### src/rtl/iact_glb_stream_pkg.sv
// Shared constants and FSM encoding for the iact GLB streaming block.
package iact_glb_stream_pkg;
  localparam int IACT_ADDR_W = 7;
  localparam int IACT_DATA_W = 12;

  typedef enum logic [1:0] {
    IDLE = 2'd0,
    RUN  = 2'd1,
    DONE = 2'd2
  } iact_state_e;
endpackage

### src/rtl/iact_glb_stream_if.sv
// SRAM read ports and router output streams of iact_glb_stream, bundled as one interface.
interface iact_glb_stream_if #(
  parameter int ADDR_DEPTH = 16,
  parameter int DATA_DEPTH = 128
);
  import iact_glb_stream_pkg::*;

  localparam int ADDR_IDX_W = $clog2(ADDR_DEPTH);
  localparam int DATA_IDX_W = $clog2(DATA_DEPTH);

  logic                   addr_sram_rd_en;
  logic [ADDR_IDX_W-1:0]  addr_sram_rd_idx;
  logic [IACT_ADDR_W-1:0] addr_sram_rd_data;
  logic                   data_sram_rd_en;
  logic [DATA_IDX_W-1:0]  data_sram_rd_idx;
  logic [IACT_DATA_W-1:0] data_sram_rd_data;

  logic                   address_out_valid;
  logic                   address_out_ready;
  logic [IACT_ADDR_W-1:0] address_out;
  logic                   data_out_valid;
  logic                   data_out_ready;
  logic [IACT_DATA_W-1:0] data_out;

  modport master (
    output addr_sram_rd_en, addr_sram_rd_idx, input addr_sram_rd_data,
    output data_sram_rd_en, data_sram_rd_idx, input data_sram_rd_data,
    output address_out_valid, address_out, input address_out_ready,
    output data_out_valid, data_out, input data_out_ready
  );

  modport slave (
    input addr_sram_rd_en, addr_sram_rd_idx, output addr_sram_rd_data,
    input data_sram_rd_en, data_sram_rd_idx, output data_sram_rd_data,
    input address_out_valid, address_out, output address_out_ready,
    input data_out_valid, data_out, output data_out_ready
  );
endinterface

### src/rtl/iact_stream_fifo2.sv
// Two-entry FIFO with simultaneous push/pop; storage clears on reset so the head reads 0.
module iact_stream_fifo2 #(
  parameter int WIDTH = 8
) (
  input  logic             clk,
  input  logic             reset,
  input  logic             push,
  input  logic [WIDTH-1:0] wdata,
  input  logic             pop,
  output logic [WIDTH-1:0] head,
  output logic [1:0]       count
);
  logic [WIDTH-1:0] mem_reg [2];
  logic             wr_ptr_reg;
  logic             rd_ptr_reg;
  logic [1:0]       count_reg;
  logic             do_push;
  logic             do_pop;

  assign do_pop  = pop && (count_reg != 2'd0);
  assign do_push = push && ((count_reg != 2'd2) || do_pop);

  always_ff @(posedge clk) begin
    if (reset) begin
      mem_reg[0] <= '0;
      mem_reg[1] <= '0;
      wr_ptr_reg <= 1'b0;
      rd_ptr_reg <= 1'b0;
      count_reg  <= 2'd0;
    end else begin
      if (do_push) begin
        mem_reg[wr_ptr_reg] <= wdata;
        wr_ptr_reg          <= ~wr_ptr_reg;
      end
      if (do_pop) rd_ptr_reg <= ~rd_ptr_reg;
      case ({do_push, do_pop})
        2'b10:   count_reg <= count_reg + 2'd1;
        2'b01:   count_reg <= count_reg - 2'd1;
        default: count_reg <= count_reg;
      endcase
    end
  end

  assign head  = mem_reg[rd_ptr_reg];
  assign count = count_reg;
endmodule

### src/rtl/iact_glb_stream.sv
// Streams iact address/data words from two GLB SRAM banks to the router ports.
// Optional backpressure counter enabled by defining IACT_STREAM_STALL_CNT_EN.
module iact_glb_stream #(
  parameter int ADDR_DEPTH = 16,
  parameter int DATA_DEPTH = 128
) (
  input  logic                            clk,
  input  logic                            reset,
  input  logic                            start,
  input  logic [$clog2(ADDR_DEPTH+1)-1:0] addr_len,
  input  logic [$clog2(DATA_DEPTH+1)-1:0] data_len,
  output logic                            busy,
  output logic                            done,
  output logic [15:0]                     stall_cycles,
  iact_glb_stream_if.master               bus
);
  import iact_glb_stream_pkg::*;

  localparam int A_LEN_W = $clog2(ADDR_DEPTH+1);
  localparam int D_LEN_W = $clog2(DATA_DEPTH+1);
  localparam int A_IDX_W = $clog2(ADDR_DEPTH);
  localparam int D_IDX_W = $clog2(DATA_DEPTH);

  iact_state_e state_reg, state_next;
  logic accept;
  logic run;

  assign accept = (state_reg == IDLE) && start;
  assign run    = (state_reg == RUN);

  // Address channel
  logic [A_LEN_W-1:0]     a_len_reg, a_rd_cnt_reg, a_out_cnt_reg;
  logic                   a_inflight_reg, a_pop, a_fin;
  logic [1:0]             a_count;
  logic [IACT_ADDR_W-1:0] a_head;

  assign bus.address_out_valid = (a_count != 2'd0);
  assign bus.address_out       = a_head;
  assign a_pop = bus.address_out_valid && bus.address_out_ready;
  // Credit counts the slot freed by this cycle's pop, which keeps one word per cycle.
  assign bus.addr_sram_rd_en  = run && (a_rd_cnt_reg < a_len_reg) &&
                                ((a_count + {1'b0, a_inflight_reg}) <= ({1'b0, a_pop} + 2'd1));
  assign bus.addr_sram_rd_idx = bus.addr_sram_rd_en ? a_rd_cnt_reg[A_IDX_W-1:0] : '0;
  assign a_fin = (a_out_cnt_reg == a_len_reg) ||
                 (a_pop && ((a_out_cnt_reg + A_LEN_W'(1)) == a_len_reg));

  always_ff @(posedge clk) begin
    if (reset) begin
      a_len_reg      <= '0;
      a_rd_cnt_reg   <= '0;
      a_out_cnt_reg  <= '0;
      a_inflight_reg <= 1'b0;
    end else begin
      a_inflight_reg <= bus.addr_sram_rd_en;
      if (accept) begin
        a_len_reg     <= addr_len;
        a_rd_cnt_reg  <= '0;
        a_out_cnt_reg <= '0;
      end else begin
        if (bus.addr_sram_rd_en) a_rd_cnt_reg <= a_rd_cnt_reg + A_LEN_W'(1);
        if (a_pop) a_out_cnt_reg <= a_out_cnt_reg + A_LEN_W'(1);
      end
    end
  end

  iact_stream_fifo2 #(.WIDTH(IACT_ADDR_W)) u_addr_fifo (
    .clk   (clk),
    .reset (reset),
    .push  (a_inflight_reg),
    .wdata (bus.addr_sram_rd_data),
    .pop   (a_pop),
    .head  (a_head),
    .count (a_count)
  );

  // Data channel
  logic [D_LEN_W-1:0]     d_len_reg, d_rd_cnt_reg, d_out_cnt_reg;
  logic                   d_inflight_reg, d_pop, d_fin;
  logic [1:0]             d_count;
  logic [IACT_DATA_W-1:0] d_head;

  assign bus.data_out_valid = (d_count != 2'd0);
  assign bus.data_out       = d_head;
  assign d_pop = bus.data_out_valid && bus.data_out_ready;
  assign bus.data_sram_rd_en  = run && (d_rd_cnt_reg < d_len_reg) &&
                                ((d_count + {1'b0, d_inflight_reg}) <= ({1'b0, d_pop} + 2'd1));
  assign bus.data_sram_rd_idx = bus.data_sram_rd_en ? d_rd_cnt_reg[D_IDX_W-1:0] : '0;
  assign d_fin = (d_out_cnt_reg == d_len_reg) ||
                 (d_pop && ((d_out_cnt_reg + D_LEN_W'(1)) == d_len_reg));

  always_ff @(posedge clk) begin
    if (reset) begin
      d_len_reg      <= '0;
      d_rd_cnt_reg   <= '0;
      d_out_cnt_reg  <= '0;
      d_inflight_reg <= 1'b0;
    end else begin
      d_inflight_reg <= bus.data_sram_rd_en;
      if (accept) begin
        d_len_reg     <= data_len;
        d_rd_cnt_reg  <= '0;
        d_out_cnt_reg <= '0;
      end else begin
        if (bus.data_sram_rd_en) d_rd_cnt_reg <= d_rd_cnt_reg + D_LEN_W'(1);
        if (d_pop) d_out_cnt_reg <= d_out_cnt_reg + D_LEN_W'(1);
      end
    end
  end

  iact_stream_fifo2 #(.WIDTH(IACT_DATA_W)) u_data_fifo (
    .clk   (clk),
    .reset (reset),
    .push  (d_inflight_reg),
    .wdata (bus.data_sram_rd_data),
    .pop   (d_pop),
    .head  (d_head),
    .count (d_count)
  );

  // Completion looks ahead through the current pop so done follows the last beat by one cycle.
  always_ff @(posedge clk) begin
    if (reset) state_reg <= IDLE;
    else       state_reg <= state_next;
  end

  always_comb begin
    state_next = state_reg;
    case (state_reg)
      IDLE:    if (start) state_next = RUN;
      RUN:     if (a_fin && d_fin) state_next = DONE;
      DONE:    state_next = IDLE;
      default: state_next = IDLE;
    endcase
  end

  assign busy = run;
  assign done = (state_reg == DONE);

`ifdef IACT_STREAM_STALL_CNT_EN
  logic [15:0] stall_reg;
  logic        stalled;

  assign stalled = run && ((bus.address_out_valid && !bus.address_out_ready) ||
                           (bus.data_out_valid && !bus.data_out_ready));

  always_ff @(posedge clk) begin
    if (reset)                              stall_reg <= 16'd0;
    else if (accept)                        stall_reg <= 16'd0;
    else if (stalled && stall_reg != 16'hFFFF) stall_reg <= stall_reg + 16'd1;
  end

  assign stall_cycles = stall_reg;
`else
  assign stall_cycles = 16'd0;
`endif
endmodule

### src/flat_wrapper.sv
// flat-port wrapper written by rule: the top's interface ports become plain ports
module iact_glb_stream_flat import iact_glb_stream_pkg::*;
#(
  parameter int ADDR_DEPTH = 16,
  parameter int DATA_DEPTH = 128
)
  (clk, reset, start, addr_len, data_len, busy, done, stall_cycles, bus_addr_sram_rd_en, bus_addr_sram_rd_idx, bus_addr_sram_rd_data, bus_data_sram_rd_en, bus_data_sram_rd_idx, bus_data_sram_rd_data, bus_address_out_valid, bus_address_out, bus_address_out_ready, bus_data_out_valid, bus_data_out, bus_data_out_ready);
  iact_glb_stream_if #(.ADDR_DEPTH(ADDR_DEPTH), .DATA_DEPTH(DATA_DEPTH)) bus_i ();
  input  logic clk;
  input  logic reset;
  input  logic start;
  input  logic [$clog2(ADDR_DEPTH+1)-1:0] addr_len;
  input  logic [$clog2(DATA_DEPTH+1)-1:0] data_len;
  output logic busy;
  output logic done;
  output logic [15:0] stall_cycles;
  output wire logic [$bits(bus_i.addr_sram_rd_en)-1:0] bus_addr_sram_rd_en;
  output wire logic [$bits(bus_i.addr_sram_rd_idx)-1:0] bus_addr_sram_rd_idx;
  input wire logic [$bits(bus_i.addr_sram_rd_data)-1:0] bus_addr_sram_rd_data;
  output wire logic [$bits(bus_i.data_sram_rd_en)-1:0] bus_data_sram_rd_en;
  output wire logic [$bits(bus_i.data_sram_rd_idx)-1:0] bus_data_sram_rd_idx;
  input wire logic [$bits(bus_i.data_sram_rd_data)-1:0] bus_data_sram_rd_data;
  output wire logic [$bits(bus_i.address_out_valid)-1:0] bus_address_out_valid;
  output wire logic [$bits(bus_i.address_out)-1:0] bus_address_out;
  input wire logic [$bits(bus_i.address_out_ready)-1:0] bus_address_out_ready;
  output wire logic [$bits(bus_i.data_out_valid)-1:0] bus_data_out_valid;
  output wire logic [$bits(bus_i.data_out)-1:0] bus_data_out;
  input wire logic [$bits(bus_i.data_out_ready)-1:0] bus_data_out_ready;
  assign bus_addr_sram_rd_en = bus_i.addr_sram_rd_en;
  assign bus_addr_sram_rd_idx = bus_i.addr_sram_rd_idx;
  assign bus_i.addr_sram_rd_data = bus_addr_sram_rd_data;
  assign bus_data_sram_rd_en = bus_i.data_sram_rd_en;
  assign bus_data_sram_rd_idx = bus_i.data_sram_rd_idx;
  assign bus_i.data_sram_rd_data = bus_data_sram_rd_data;
  assign bus_address_out_valid = bus_i.address_out_valid;
  assign bus_address_out = bus_i.address_out;
  assign bus_i.address_out_ready = bus_address_out_ready;
  assign bus_data_out_valid = bus_i.data_out_valid;
  assign bus_data_out = bus_i.data_out;
  assign bus_i.data_out_ready = bus_data_out_ready;
  iact_glb_stream #(.ADDR_DEPTH(ADDR_DEPTH), .DATA_DEPTH(DATA_DEPTH)) u_core (.clk(clk), .reset(reset), .start(start), .addr_len(addr_len), .data_len(data_len), .busy(busy), .done(done), .stall_cycles(stall_cycles), .bus(bus_i));
endmodule
### config.mk
export PLATFORM = sky130hd
export DESIGN_NAME = iact_glb_stream_flat
export DESIGN_NICKNAME = d
export VERILOG_FILES = /design/src/rtl/iact_glb_stream_pkg.sv /design/src/rtl/iact_glb_stream_if.sv /design/src/rtl/iact_stream_fifo2.sv /design/src/rtl/iact_glb_stream.sv /design/src/flat_wrapper.sv
export SDC_FILE = /design/constraint.sdc
export NUM_CORES = 1
export LEC_CHECK = 0
export BUFFER_PORTS_ARGS = -buffer_cell sky130_fd_sc_hd__buf_2
export CAP_MARGIN = 20
export CORE_MARGIN = 4
export CORE_UTILIZATION = 45
export DETAILED_ROUTE_END_ITERATION = 10
export GPL_TIMING_DRIVEN = 1
export PLACE_DENSITY_LB_ADDON = 0.12
export SETUP_SLACK_MARGIN = 0.4
export SLEW_MARGIN = 20
export SYNTH_ARGS = -nofsm -noshare
export SYNTH_HDL_FRONTEND = slang
export SYNTH_SLANG_ARGS = --single-unit
export TNS_END_PERCENT = 50
### constraint.sdc
create_clock -name clk -period 3.7 [get_ports clk]
set_input_delay 0.37 -clock clk [delete_from_list [all_inputs] [get_ports clk]]
set_output_delay 0.37 -clock clk [all_outputs]
set_load 0.02 [all_outputs]
==> flow_summary.ini <==
[layout]
area_growth_pct = 13.2
drive_gt1_share_pct = 23.0
stdcell_count = 684
largest_register_ff_count = 24
diodes = 0
fillers = 982
finalNetCount = 601

[critical_path]
slowest_delay_ns = 0.45
endpoint_kind = primary output
path_cells = or2_1 -> and2_1 -> inv_2 -> ha_1 -> nor2b_1 -> o21ai_0 -> nand3b_1 -> a21oi_4 -> and2_1 -> buf_2
crit_type = register to primary output
crit_buf_inv = 2
crit_top_cell = and2_1
r2r_cells = 10
crit_family = simple AND/OR/NAND/NOR gates
critPathSlowestCell = dfxtp_1
cp_max_fo = 10
r2r_setup_slack_ns = 1.11
cp-start-kind = register
crit_arrival_ns = 2.73
worst-path-stages = 10
cp.required_ns = 3.33

[sta]
hold_ws_ns = 0.208
slew_headroom_pct = 37.8
period_share_pct = 83.7
tns_ns = 0
setup_ws_ns = 0.603
period_minus_slack_ns = 3.10
worst_slew_pin_slew_ns = 0.931
rsz0062_at_grt = yes
finalMaxSlewViolations = 0
fmax_mhz = 323
hold_viol = 0
fin_worst_skew_ns = 0.00916
setup_viol = 0

[placement]
dp_hpwl_mm = 6.92
preCtsSetupSlack_ns = 0.896
io_buffers = 72
gp_congestion = 0.797
place_inst = 668

[yosys]
netlist_top_cells_count = 53 x dfxtp_1, 52 x and2_1, 38 x edfxtp_1
yosys-top-cells-area = edfxtp_1 24%, dfxtp_1 22%, and2_1 6.8%, ha_1 5.5%, mux2_2 4.5%
synth_compound_area_share_pct = 10.7
ys_ff_latch = 91
synth_mux_area_share_pct = 4.89
ys.warnings.count = 0
synth_ff_type = dfxtp_1
syn_area_sq_um = 4790
synth-simple-area-share_pct = 19.9
async_flop_share_pct = 0
synth-edff-count = 38
synth_top_area_share_pct = 23.8
synth_fa_ha_area_share_pct = 5.49
synth_top_family_by_area = simple AND/OR/NAND/NOR gates
ys_types = 54
synthMostInstantiatedCell = dfxtp_1
synth-xor-area-share_pct = 6.95
syn_avg_cell_area_sq_um = 10.0
syn_inst = 478
ys_seq_area_share_pct = 46.0
synth_largest_area_cell = edfxtp_1

[clock_tree]
cts_tree = done
clk_path_buf_depth = 2
clk_pin_slew_ns = 0.10
cts-root-buf = clkbuf_8
cts_resized = 0
cts_buffers = 9
cts_max_level = 3
clkLatencyLatePin_ns = 0.35
ctsHoldBuffers = 0
cts.sink_count = 91
cts_setup_buffers = 0

[floorplanning]
io_pins = 89
core_region_area_sq_um = 10300
die_w_microns = 111
num_rows = 37
initial_core_util_pct = 46.4
die_area_sq_um = 12400
die_h_microns = 111

[route]
wl_met2_mm = 4.55
initialDrtViolationCount = 151
routed-wl-met3_microns = 382
antenna_left = 0
first_pass_iters = 4
maxUsedRoutingLayer = met4
wl_per_cell_microns = 14.0
routed-via-count = 3501
finalWirelength_mm = 9.60
drc = 0
wl_met1_mm = 4.60
viasPerCell = 5.12

[status]
status = finished, final reports clean

[worst_hold_path]
min_path_cells = 3
hp-class = primary input to register

[global_route]
grt_pass1_wl_mm = 15.9
grt_max_degree = 35
grt_overflow = 0
grt_usage_pct = 15.6
grt_antenna_before_repair = 0
grt_pass1_vias = 3318

[power]
power_w = 0.00230
powerDensity_nw_per_um2 = 425
p_leak_nw = 2.28
vdd_drop_max_v = 0.000216

[job]
maxCapViolCount = 0
routing by layer:
layer  global-route usage (%)  vias to the layer above
met5                        0                        -
met3                     3.22                        6
met2                     25.8                       77
met4                     4.38                        0
li1                         -                     1748
met1                     20.7                     1670
worst paths after layout:
path	to	startpoint
setup / recovery	bus_addr_sram_rd_idx[2]	u_core.u_addr_fifo.count[0]
hold / removal	u_core.d_len_reg[7]	data_len[7]
setup reg to reg	u_core.d_rd_cnt_reg[3]	u_core.u_data_fifo.count[0]
hold reg to reg	u_core.a_out_cnt_reg[1]	u_core.a_out_cnt_reg[1]
power breakdown:
part | internal [W] | total [W] | switching (W)
logic | 0.000150 | 0.000385 | 0.000234
clock network | 0.000407 | 0.000774 | 0.000367
registers | 0.00110 | 0.00114 | 0.0000421
total | 0.00166 | 0.00230 | 0.000644
stage by stage:
| step | util (%) | instance area, sq um |
|---|---|---|
| 2_1_floorplan | - | 4840 |
| 3_3_place_gp | 50.2 | 5180 |
| 3_5_place_dp | 50.2 | 5180 |
| 4_1_cts | 52.4 | 5410 |
| 5_1_grt | 52.5 | 5420 |
| 6_report | 52.5 | 5420 |
tightest hold or removal path: stages:
cell and delay (ns):
buf_2 0.07, nand2_1 0.04, o21ai_0 0.05
final cells by class:
type / instances / area, sq um / area share [%]
Multi-Input combinational cell: 347 / 2360 / 43.6
Sequential cell: 91 / 2200 / 40.6
Timing Repair Buffer: 74 / 375 / 6.93
Tap cell: 136 / 170 / 3.14
Clock buffer: 10 / 138 / 2.54
Clock inverter: 6 / 95.1 / 1.75
Inverter: 20 / 75.1 / 1.39
cell usage in the layout (no fill, tap or decap), types with 7 or more instances in the layout:
master | synthesis | layout
a211oi_1 | 7 | 7
a21oi_1 | 13 | 13
and2_1 | 52 | 52
buf_2 | 1 | 72
clkbuf_8 | 0 | 10
conb_1 | 1 | 16
dfxtp_1 | 53 | 53
edfxtp_1 | 38 | 38
ha_1 | 21 | 21
inv_1 | 19 | 19
mux2_2 | 19 | 19
nand2_1 | 36 | 36
nand2b_1 | 8 | 8
nand3_1 | 9 | 9
nand4_1 | 8 | 8
nor2_1 | 27 | 27
nor2b_1 | 7 | 7
o21ai_0 | 19 | 19
xnor2_1 | 18 | 18
xor2_1 | 20 | 20
kinds of logic (layout without fill, tap and decap cells):
family / Yosys count / in the layout
flops: 91 / 91
buf+inv: 55 / 110
fa+ha+maj: 21 / 21
compound gates: 75 / 75
other cells: 1 / 16
mux: 21 / 21
xor+xnor: 38 / 38
simple gates: 176 / 176
Power figures use the tool's default switching activity.
